`config.mk`:
```
export PLATFORM = sky130hd
export DESIGN_NAME = ysyx_22041412_div_ctrl
export DESIGN_NICKNAME = d
export VERILOG_FILES = /design/src/rtl/ysyx_22041412_div_pkg.sv /design/src/rtl/ysyx_22041412_div_fixup.sv /design/src/rtl/ysyx_22041412_div_ctrl.sv
export SDC_FILE = /design/constraint.sdc
export NUM_CORES = 1
export LEC_CHECK = 0
export CAP_MARGIN = 20
export CORE_ASPECT_RATIO = 0.75
export CORE_MARGIN = 4
export CORE_UTILIZATION = 50
export CTS_BUF_LIST = sky130_fd_sc_hd__clkbuf_8
export CTS_CLUSTER_SIZE = 8
export DETAILED_ROUTE_END_ITERATION = 16
export GPL_ROUTABILITY_DRIVEN = 0
export HOLD_SLACK_MARGIN = 0.05
export PLACE_DENSITY = 0.89
export RECOVER_POWER = 100
export SLEW_MARGIN = 10
export SYNTH_ARGS = -nofsm -noshare
export SYNTH_HDL_FRONTEND = slang
export SYNTH_HIERARCHICAL = 1
export SYNTH_SLANG_ARGS = --single-unit
```
`constraint.sdc`:
```
create_clock -name clk -period 6.3 [get_ports clk]
set_input_delay 1.89 -clock clk [delete_from_list [all_inputs] [get_ports clk]]
set_output_delay 1.89 -clock clk [all_outputs]
set_load 0.03 [all_outputs]
```
`src/rtl/ysyx_22041412_div_pkg.sv`:
```
// Shared constants and types for the RV64M divider sequencing controller.
package ysyx_22041412_div_pkg;

    localparam int XLEN = 64;

    localparam logic [2:0] ST_IDLE  = 3'd0;
    localparam logic [2:0] ST_ISSUE = 3'd1;
    localparam logic [2:0] ST_WAIT  = 3'd2;
    localparam logic [2:0] ST_RESP  = 3'd3;
    localparam logic [2:0] ST_DRAIN = 3'd4;

    // op[0] = unsigned, op[1] = remainder
    localparam logic [1:0] OP_DIV  = 2'b00;
    localparam logic [1:0] OP_DIVU = 2'b01;
    localparam logic [1:0] OP_REM  = 2'b10;
    localparam logic [1:0] OP_REMU = 2'b11;

    typedef struct packed {
        logic [1:0]      op;
        logic            word;
        logic [XLEN-1:0] src1;
        logic [XLEN-1:0] src2;
    } div_req_t;

    function automatic logic [XLEN-1:0] sext32(input logic [31:0] v);
        return {{(XLEN-32){v[31]}}, v};
    endfunction

endpackage

```
`src/rtl/ysyx_22041412_div_fixup.sv`:
```
// Combinational result fixup: RISC-V divide-by-zero / signed-overflow values
// and sign-extension of W results.
module ysyx_22041412_div_fixup
    import ysyx_22041412_div_pkg::*;
(
    input  logic [1:0]      op_i,
    input  logic            word_i,
    input  logic [XLEN-1:0] src1_i,
    input  logic [XLEN-1:0] src2_i,
    input  logic [XLEN-1:0] div_result_i,
    output logic            special_o,
    output logic [XLEN-1:0] result_o
);

    logic            is_signed;
    logic            is_rem;
    logic            div_zero;
    logic            overflow;
    logic [XLEN-1:0] dividend;

    always_comb begin
        is_signed = ~op_i[0];
        is_rem    = op_i[1];
        if (word_i) begin
            div_zero = (src2_i[31:0] == 32'd0);
            overflow = is_signed && (src1_i[31:0] == 32'h8000_0000)
                                 && (src2_i[31:0] == 32'hFFFF_FFFF);
            dividend = sext32(src1_i[31:0]);
        end else begin
            div_zero = (src2_i == '0);
            overflow = is_signed && (src1_i == {1'b1, {(XLEN-1){1'b0}}})
                                 && (src2_i == '1);
            dividend = src1_i;
        end

        special_o = div_zero | overflow;
        if (div_zero) begin
            result_o = is_rem ? dividend : '1;
        end else if (overflow) begin
            result_o = is_rem ? '0 : dividend;
        end else begin
            result_o = word_i ? sext32(div_result_i[31:0]) : div_result_i;
        end
    end

endmodule

```
`src/rtl/ysyx_22041412_div_ctrl.sv`:
```
// EXU <-> multi-cycle divider sequencer with flush draining.
// Define DIV_CTRL_FASTPATH_EN to answer div-by-zero/overflow ops without the divider.
module ysyx_22041412_div_ctrl
    import ysyx_22041412_div_pkg::*;
(
    input  logic            clk,
    input  logic            rst,
    input  logic            req_valid,
    output logic            req_ready,
    input  logic [1:0]      req_op,
    input  logic            req_word,
    input  logic [XLEN-1:0] req_src1,
    input  logic [XLEN-1:0] req_src2,
    input  logic            flush,
    output logic            resp_valid,
    input  logic            resp_ready,
    output logic [XLEN-1:0] resp_data,
    output logic            busy,
    output logic            div_valid,
    output logic            div_divw,
    output logic            div_signed,
    output logic            div_mode,
    output logic [XLEN-1:0] div_dividend,
    output logic [XLEN-1:0] div_divisor,
    input  logic            div_out_valid,
    input  logic [XLEN-1:0] div_result
);

`ifdef DIV_CTRL_FASTPATH_EN
    localparam logic FASTPATH = 1'b1;
`else
    localparam logic FASTPATH = 1'b0;
`endif

    logic [2:0]      state_q, state_d;
    div_req_t        req_q, req_d;
    div_req_t        live_req;
    div_req_t        fix_req;
    logic [XLEN-1:0] resp_data_q, resp_data_d;
    logic            fix_special;
    logic [XLEN-1:0] fix_result;
    logic            fire;
    logic            take_fast;

    assign live_req = '{op: req_op, word: req_word, src1: req_src1, src2: req_src2};

    // While idle the fast path inspects the incoming request; otherwise the held one.
    assign fix_req = (FASTPATH && state_q == ST_IDLE) ? live_req : req_q;

    ysyx_22041412_div_fixup u_fixup (
        .op_i         (fix_req.op),
        .word_i       (fix_req.word),
        .src1_i       (fix_req.src1),
        .src2_i       (fix_req.src2),
        .div_result_i (div_result),
        .special_o    (fix_special),
        .result_o     (fix_result)
    );

    assign req_ready = rst && (state_q == ST_IDLE) && !flush;
    assign fire      = req_valid && req_ready;
    assign take_fast = FASTPATH && fix_special;

    always_comb begin
        // NOTE: every target gets a default first so no path infers a latch.
        state_d     = state_q;
        req_d       = req_q;
        resp_data_d = resp_data_q;
        case (state_q)
            ST_IDLE: begin
                if (fire) begin
                    req_d = live_req;
                    if (take_fast) begin
                        state_d     = ST_RESP;
                        resp_data_d = fix_result;
                    end else begin
                        state_d = ST_ISSUE;
                    end
                end
            end
            ST_ISSUE: state_d = flush ? ST_DRAIN : ST_WAIT;
            ST_WAIT: begin
                if (div_out_valid) begin
                    if (flush) begin
                        state_d = ST_IDLE;
                    end else begin
                        state_d     = ST_RESP;
                        resp_data_d = fix_result;
                    end
                end else if (flush) begin
                    state_d = ST_DRAIN;
                end
            end
            // A flush wins over a same-cycle resp_ready: the result is dropped.
            ST_RESP:  if (flush || resp_ready) state_d = ST_IDLE;
            ST_DRAIN: if (div_out_valid) state_d = ST_IDLE;
            default:  state_d = ST_IDLE;
        endcase
    end

    always_ff @(posedge clk) begin
        if (!rst) begin
            state_q     <= ST_IDLE;
            req_q       <= '0;
            resp_data_q <= '0;
        end else begin
            state_q     <= state_d;
            req_q       <= req_d;
            resp_data_q <= resp_data_d;
        end
    end

    assign busy         = (state_q != ST_IDLE);
    assign resp_valid   = (state_q == ST_RESP);
    assign resp_data    = resp_data_q;
    assign div_valid    = (state_q == ST_ISSUE);
    // Control flags are only driven while an op is owned, so they read 0 when idle.
    assign div_signed   = busy && !req_q.op[0];
    assign div_mode     = busy && req_q.op[1];
    assign div_divw     = busy && req_q.word;
    assign div_dividend = req_q.src1;
    assign div_divisor  = req_q.src2;

endmodule

```
Yosys cells after proc, flatten, opt, wreduce, memory -nomap -nowiden
Index checks and enable logic that the tools add are counted.
{"block": "totals", "out_inout_bits": 199, "elab_cells": 56, "in_bits": 201, "register_bits": 198}
{"block": "classes", "n_eq_ne": 12, "reduce_logical": 20, "bitwise": 2, "mux": 16}
{"op": "two-way mux 64 bit", "n": 6}
{"op": "== test 64 bit (second input constant)", "n": 2}
{"op": "== test 32 bit (second input constant)", "n": 2}
{"op": "zero test 64 bit", "n": 1}
{"op": "zero test 32 bit", "n": 1}
{"op": "two-way mux 3 bit", "n": 6}
{"op": "one-hot mux 3 bit (5 select lines)", "n": 1}
{"op": "logical AND 1 bit", "n": 10}
{"op": "== test 3 x 2 -> 1 bit (second input constant)", "n": 2}
{"op": "!= test 2 bit (second input constant)", "n": 2}
{"op": "AND reduction 4 bit", "n": 1}
{"op": "== test 3 x 1 -> 1 bit (second input constant)", "n": 1}
{"op": "== test 3 bit (second input constant)", "n": 1}
{"op": "zero test 3 bit", "n": 1}
{"op": "!= test 3 bit (second input constant)", "n": 1}
{"op": "AND reduction 3 bit", "n": 1}
{"op": "nonzero test 3 bit", "n": 1}
{"op": "zero test 1 bit", "n": 2}
{"op": "two-way mux 1 bit", "n": 2}
{"op": "two-way mux 2 bit", "n": 1}
{"op": "!= test 2 x 1 -> 1 bit (second input constant)", "n": 1}
{"op": "NOT 1 bit", "n": 2}
{"op": "AND reduction 2 bit", "n": 1}
{"op": "logical OR 1 bit", "n": 1}

Depth between registers and ports, before layout
Gate-level depths: netlist (run 1).
{"block": "depth", "ltp_word": 6, "depth_mapped": 10, "mapped_depth_nobuf": 8}

Hierarchy
Netlist (run 1), hierarchy kept.
{"module": "ysyx_22041412_div_ctrl", "area_each_um2": 8540.7, "n_inst": 1, "seq_area_each_um2": 3963.8, "cells_each": 1050}
{"module": "ysyx_22041412_div_fixup", "area_each_um2": 1991.9, "n_inst": 1, "seq_area_each_um2": 0.0, "cells_each": 341}

Worst setup path before layout (run 1)
OpenSTA, ideal clock, no wires.
{"block": "synth_path", "path_kind": "input -> output", "startpoint": "input port flush", "endpoint": "output port req_ready", "cell_stages": 3, "path_slack_ns": 1.994, "t_arrival_ns": 2.416, "required_time_ns": 4.410, "path_buffers": 0, "cell_sequence": "inv_1 > nand2_1 > nor2_1"}
{"block": "synth_via", "elab_chain_len": 2}
{"item": "start, declared", "line": "ysyx_22041412_div_ctrl.sv:14", "rtl": "input logic flush,"}
{"item": "zero test 1 bit", "line": "ysyx_22041412_div_ctrl.sv:60", "rtl": "assign req_ready = rst && (state_q == ST_IDLE) && !flush;"}
{"item": "logical AND 1 bit", "line": "ysyx_22041412_div_ctrl.sv:60"}
{"item": "end, declared", "line": "ysyx_22041412_div_ctrl.sv:9", "rtl": "output logic req_ready,"}
Every way passes these cells.

Final worst setup path (run 1)
{"block": "layout_path", "startpoint": "input port flush", "endpoint": "register req_q, in the netlist div_dividend[3]"}
{"block": "layout_via", "elab_chain_len": 4}
{"item": "zero test 1 bit", "line": "ysyx_22041412_div_ctrl.sv:60"}
{"item": "logical AND 1 bit", "line": "ysyx_22041412_div_ctrl.sv:60"}
{"item": "logical AND 1 bit", "line": "ysyx_22041412_div_ctrl.sv:61", "rtl": "assign fire = req_valid && req_ready;"}
{"item": "AND reduction 2 bit (no line)"}
{"item": "end signal, assigned", "line": "ysyx_22041412_div_ctrl.sv:108", "rtl": "req_q <= req_d;"}
{"item": "end, declared", "line": "ysyx_22041412_div_ctrl.sv:36", "rtl": "div_req_t req_q, req_d;"}
Every way passes these cells.
A chain may end at the register's enable or synchronous reset.

==> results of run 1 <==
## kinds of logic (layout without fill, tap and decap cells)
group,after synthesis,in the layout,synth area share
and+or+nand+nor,378,378,0.189
AOI/OAI and AO/OA,528,528,0.274
DFF,198,198,0.376
buffers and inverters,282,460,0.156
muxes,5,5,0.00499
other,0,4,0
## report_power, final
group	leakage, µW	total, µW	internal [µW]	switching, µW
Combinational	0.00346	563	248	315
Clock	0.000218	884	373	511
Sequential	0.00160	1320	1280	40.8
## through the flow
stage,cells,total power (µW),util
floorplan,1391,1680,-
global placement,1815,1900,0.656
detailed placement,1817,1910,0.657
CTS,1849,2780,0.678
global route,1853,2870,0.679
finish,1855,2770,0.679
## per-layer routing
| layer | share of wire | track usage | wire length, µm |
|---|---|---|---|
| met1 | 0.38 | 0.410 | 15600 |
| met2 | 0.46 | 0.519 | 18900 |
| met3 | 0.11 | 0.0987 | 4540 |
| met4 | 0.043 | 0.132 | 1760 |
| met5 | 0.00032 | 0 | 13 |
## how the worst min path moves through the flow
stage                        startpoint            end  slack [ns]  depth (start not counted)
after floorplan            fix_req[128]   fix_req[128]        0.46                          2
after global placement     resp_data[1]   resp_data[1]        0.46                          2
after detailed placement   resp_data[2]   resp_data[2]        0.47                          2
after CTS                  resp_data[2]   resp_data[2]        0.49                          2
after global routing      resp_data[47]  resp_data[47]        0.51                          2
final                     resp_data[16]  resp_data[16]        0.48                          2
## cell type report
cell class / count / area share
antenna: 4 / 0.000719
clock buffer: 17 / 0.0168
clock inverter: 15 / 0.0138
inverter: 7 / 0.00243
multi-input combinational: 911 / 0.356
sequential: 198 / 0.285
tap: 282 / 0.0254
timing repair buffer: 421 / 0.300
## sequential cells by signal, summed over array words and instances, names as in the netlist
name and flops:
fix_req 3, div_divisor 64, div_dividend 64, state_q 3
resp_data 64
## worst max-delay path, delay by kind of cell
kind                   cells  cell delay [ns]
AND/OR/NAND/NOR            2             2.44
buffers and inverters      2             1.37
AO/OA/AOI/OAI              1             0.23
## synthesized netlist by cell type, types with 3 or more instances
master	number
clkbuf_1	103
nand3_1	196
a221oi_1	30
inv_1	3
o21ai_1	61
nor4b_1	7
nor4bb_1	3
buf_4	135
o21ai_0	138
mux2i_1	3
a21oi_1	227
nor2_1	41
nor3_1	8
nand2_1	40
inv_2	3
nor4_1	33
nand4b_1	3
or4_1	8
o22ai_1	61
nand4_1	25
dfxtp_1	198
buf_6	7
buf_2	21
buf_1	9
==> summary.txt, run 1 <==
Run status
  – Status: finished with violations
  – Violated checks: capacitance limit, slew limit

Global routing
  – GRT Total Usage: 0.325
  – Grt ovf: 0
  – Largest net degree at the start of global routing: 133
  – First-pass GRT wire length: 61,900 µm
  – Initial antenna violation count: 4
  – Vias in the first global route: 10,800

Cells and area
  – Fillers: 1,702
  – Area Overhead vs Synth: 32.1%
  – Share of layout cells above drive strength 1: 0.0408
  – Commonest non-fill, non-tap cell in the layout: a21oi_1
  – Commonest cells after routing, fill and taps aside: a21oi_1, dlygate4sd3_1, dfxtp_1, clkdlybuf4s50_1, nand3_1
  – Multi-input logic area: 4950 µm²
  – Register area: 3960 µm²
  – Design area: 13,900 µm²
  – Final #Nets: 1,757

Synthesis
  – Dominant cells by area after synthesis: dfxtp_1, a21oi_1, buf_4
  – Unique masters post-synth: 45
  – Yosys top cell by area: dfxtp_1
  – Sequential cell area fraction in the yosys report: 0.376
  – Cells after Synth: 1,391
  – Post-synthesis async set-or-reset flop share: 0
  – Synth top area share: 0.376
  – Mean area per synthesized cell: 7.57 µm²
  – Main flop type after synthesis: dfxtp_1
  – Yosys warning count: 6
  – Synth Register Bits: 198
  – Number of enable flip-flop cells after synthesis: 0
  – Net count after synthesis: 1,592
  – Mapped Area: 10,500 µm²

Timing
  – Achievable frequency: 179 MHz
  – Period utilization: 0.888
  – Max Slew Vio Count: 168
  – Slew at the pin closest to its max-slew limit: 3.01 ns
  – Min Tclk post-route: 5.59 ns
  – Setup violators final: 0
  – Slew HR: -1.01
  – Setup TNS: 0 ns
  – Worst Clk Skew: 0.0246 ns
  – Smallest hold slack: 0.482 ns
  – RSZ-0062 raised after global routing: false
  – Fin. Hold Viols: 0
  – Setup ws final: 0.706 ns

Drt
  – Residual DRC count: 0
  – Vias: 11,900
  – Drt wl/cell: 22.0 µm
  – Via density: 6.40
  – Routed Antenna Nets: 0
  – Drt pass-1 iters: 6
  – Violation count after the first detailed-route iteration: 1,684
  – Drt total wl: 40,800 µm

Floorplan
  – Die area: 23,500 µm²
  – Starting Density: 0.514
  – I/O pin count: 400
  – Die H: 134 µm
  – Core Area: 20,500 µm²
  – Row cnt: 45
  – Die X: 176 µm

Pwr
  – Cell Pwr Density: 199 nW/µm²
  – Max VDD drop: 0.131 mV
  – Static Leak: 0.00528 µW

Place
  – Cell Area, Placed: 13,500 µm²
  – Setup WS pre-CTS: 0.956 ns
  – Buffers added on ports: 399
  – HPWL after detailed placement: 27,500 µm

Clocking
  – Root Driver: clkbuf_8
  – Clock sinks: 198
  – Post-CTS Hold Buffers: 0
  – Clock transition at the registers of the reported paths: 0.11 ns
  – Num CTS Buffers: 17
  – Post-cts resize count: 0
  – CTS tree: yes
  – Postcts setup bufs: 0
  – Max clock buf depth: 2
  – Clk_lat worst skew: 0.47 ns
  – CTS H-tree depth: 4

Critical path
  – Reg2Reg Depth: 9
  – Critical Path, Cell by Cell: dlygate4sd3_1 > and3b_1 > clkbuf_2 > nand3_1 > a21oi_1
  – Critical Path Fanout Max: 76
  – Slowest stage cell, crit path: and3b_1
  – Category of the worst setup path capture point: register
  – CP Launch Type: input pin
  – R2R Path End: resp_data[32]
  – CP Capture Point: div_dividend[3]
  – Slowest cell delay on critical path: 2.29 ns
  – CP Class: in2reg
  – Critical Path AT: 5.99 ns
  – Critical Path Start: flush
  – FF-to-FF setup slack: 1.13 ns
  – Critical path data required time: 6.69 ns
  – Reg2Reg Launch Point: div_dividend[25]

Flow run
  – Max_cap viols: 4

Min path
  – HP Class: reg2reg
Power figures use the tool's default switching activity.
==> run 2, diff against run 1 <==
--- a/config.mk
+++ b/config.mk
@@ -21,3 +21,4 @@
 export SYNTH_HDL_FRONTEND = slang
 export SYNTH_HIERARCHICAL = 1
 export SYNTH_SLANG_ARGS = --single-unit
+export TNS_END_PERCENT = 10
==> results of run 2 <==
Same layout as run 1: the final DEF is identical, and so are final timing and power.
==> RTL change, RTL diff (config.mk and constraints of run 1) <==
Reset style: asynchronous (`rst`), changed in one clocked block.
--- a/src/rtl/ysyx_22041412_div_ctrl.sv
+++ b/src/rtl/ysyx_22041412_div_ctrl.sv
@@ -99,5 +99,5 @@
     end
 
-    always_ff @(posedge clk) begin
+    always_ff @(posedge clk or negedge rst) begin
         if (!rst) begin
             state_q     <= ST_IDLE;
Check against the original RTL: differs if rst is asserted again (counterexample within 4 cycles, from zero or initial values and one cycle with rst low); with rst held inactive, the same outputs for 4 cycles.
==> RTL change against run 1 <==
  * Synthesized area grew 1.2%
  * Setup slack gained 230 ps
  * Wire length shrank 14%
  * Utilization grew 0.066 points
  * Sequential cell count is the same
  * Fmax grew 4.3%
  * Final area grew 0.65%
  * The run still ends with max-capacitance violations, max-slew violations left
Power is not compared: it rests on default switching activity, and its combinational part moved more than twofold at a synthesized area within 25%.
==> RTL change: results <==
[setup_path]
ff2ff_path_depth = 7
endpoint = req_ready
worstPathArrival_ps = 3470
setup.worst_path.start = flush
rrSetupSlack_ps = 2670
crit_fanout = 7
critical_path.slowest_cell = sky130_fd_sc_hd__dlygate4sd3_1
crit-reg2reg-launch = div_dividend[26]
timing.critical_path.slowest_cell_delay_ps = 760
timing.rr.end = resp_data[56]

[final_layout]
diodes = 2
clock_tree_area_fraction_pct = 2.743
area_used_by_multi_input_combinational_logic_um2 = 4168
register_area_um2 = 4955
final.signal_buffer_count = 415
inv_count = 4
bufAreaShareNonClock_pct = 29.44
drive_above_1_share_pct = 16.77
filler_cell_count = 1573
layout.area.top_class = registers
num-multi-input-gates = 514
n_clock_buffer = 20
layoutNonFillerInstCount = 1447

[yosys]
number_of_distinct_library_cell_variants_in_the_gate_level_netlist_after_synthesis = 47
postSynth.asyncResetShare_pct = 100.0
synth-compound-area-share_pct = 8.847
syn_area_cell_um2 = 11.80
number_of_nets_in_the_synthesized_netlist = 1105
leading_post_synthesis_cells_by_cell_area = sky130_fd_sc_hd__dfrtp_1 46%, sky130_fd_sc_hd__mux2_2 14%, sky130_fd_sc_hd__buf_4 9.4%, sky130_fd_sc_hd__mux2_4 8.4%, sky130_fd_sc_hd__o22ai_1 3.6%
synth_top_cells_by_count = 198 x sky130_fd_sc_hd__dfrtp_1, 136 x sky130_fd_sc_hd__mux2_2, 134 x sky130_fd_sc_hd__buf_4
synth.most_common_cell = sky130_fd_sc_hd__dfrtp_1
share_of_synthesized_area_occupied_by_flip_flops_and_latches_pct = 46.46
post_synth_mux_area_share_pct = 23.00

[timing]
fin_crit_sh_pct = 85.14
finalMaxSlewViolations = 257
worst-slew-pin-transition_ps = 2232
finClkSkew_ps = 19.73

[clocking]
worst_setup_hold_path_clk_slew_ps = 90
clock_path_buffers = 2
numClockSinks = 198

[grt]
largest_net_degree_at_the_start_of_global_routing = 79
grt_first_pass_wirelength_um = 52200
number_of_antenna_violations_at_the_first_check_in_global_routing = 1
grt_remaining_overflow = 0
first_global_vias = 8680
grt_use_total_pct = 28.34

[routing]
num_vias = 8573
first_pass_detailed_route_iteration_total = 5
drt-initial-drc-count = 691
postRouteWirelength_um = 34930

[power_and_ir_drop]
sequentialPowerShare_pct = 38.0

[outcome]
failed_checks = max-capacitance violations, max-slew violations
status = finished, violations left

[die]
floorplan.die_area_um2 = 23750

[run]
cap_violations = 4

[place]
port_buffers = 399
dp_slack_ps = 1106

[min_path]
hold_path_end = resp_data[31]
holdCritStartpoint = resp_data[31]
worstHoldPathCells = 1
RTL change: cell types whose count changed in the layout (fill, tap and decap cells not counted), sizes merged, moves of 3 or more:
cell and delta:
a21oi -195, buf -7, clkbuf +4, dfrtp +198, dfxtp -198, inv -4
mux2 +194, nand3 -196, nor3 -3, nor4b -4, o21ai -196
RTL change: critical path, delay by kind of cell:
family,cells,cell delay (ps)
buffers and inverters,2,1380
and+or+nand+nor,1,200
RTL change: metal layers:
layer	up-vias	track usage (%)	routed length, µm
met5	-	0	0
met4	0	9.278	1036
met3	74	8.004	3066
met2	478	47.78	17250
met1	4301	35.50	13580
li1	3720	-	-
RTL change: logic make-up (layout without fill, tap and decap cells):
kind of cell	after synthesis	after routing
simple gates	177	177
buf+inv	192	451
compound gates	139	139
mux	198	198
other cells	0	2
flops	198	198
RTL change: through the flow:
step                hold WS [ps]  utilization (%)
floorplan                  491.7                -
global placement           488.6            67.02
detailed placement         494.2            67.02
CTS                        516.9            68.88
global route               507.1            67.94
finish                     498.9            67.95
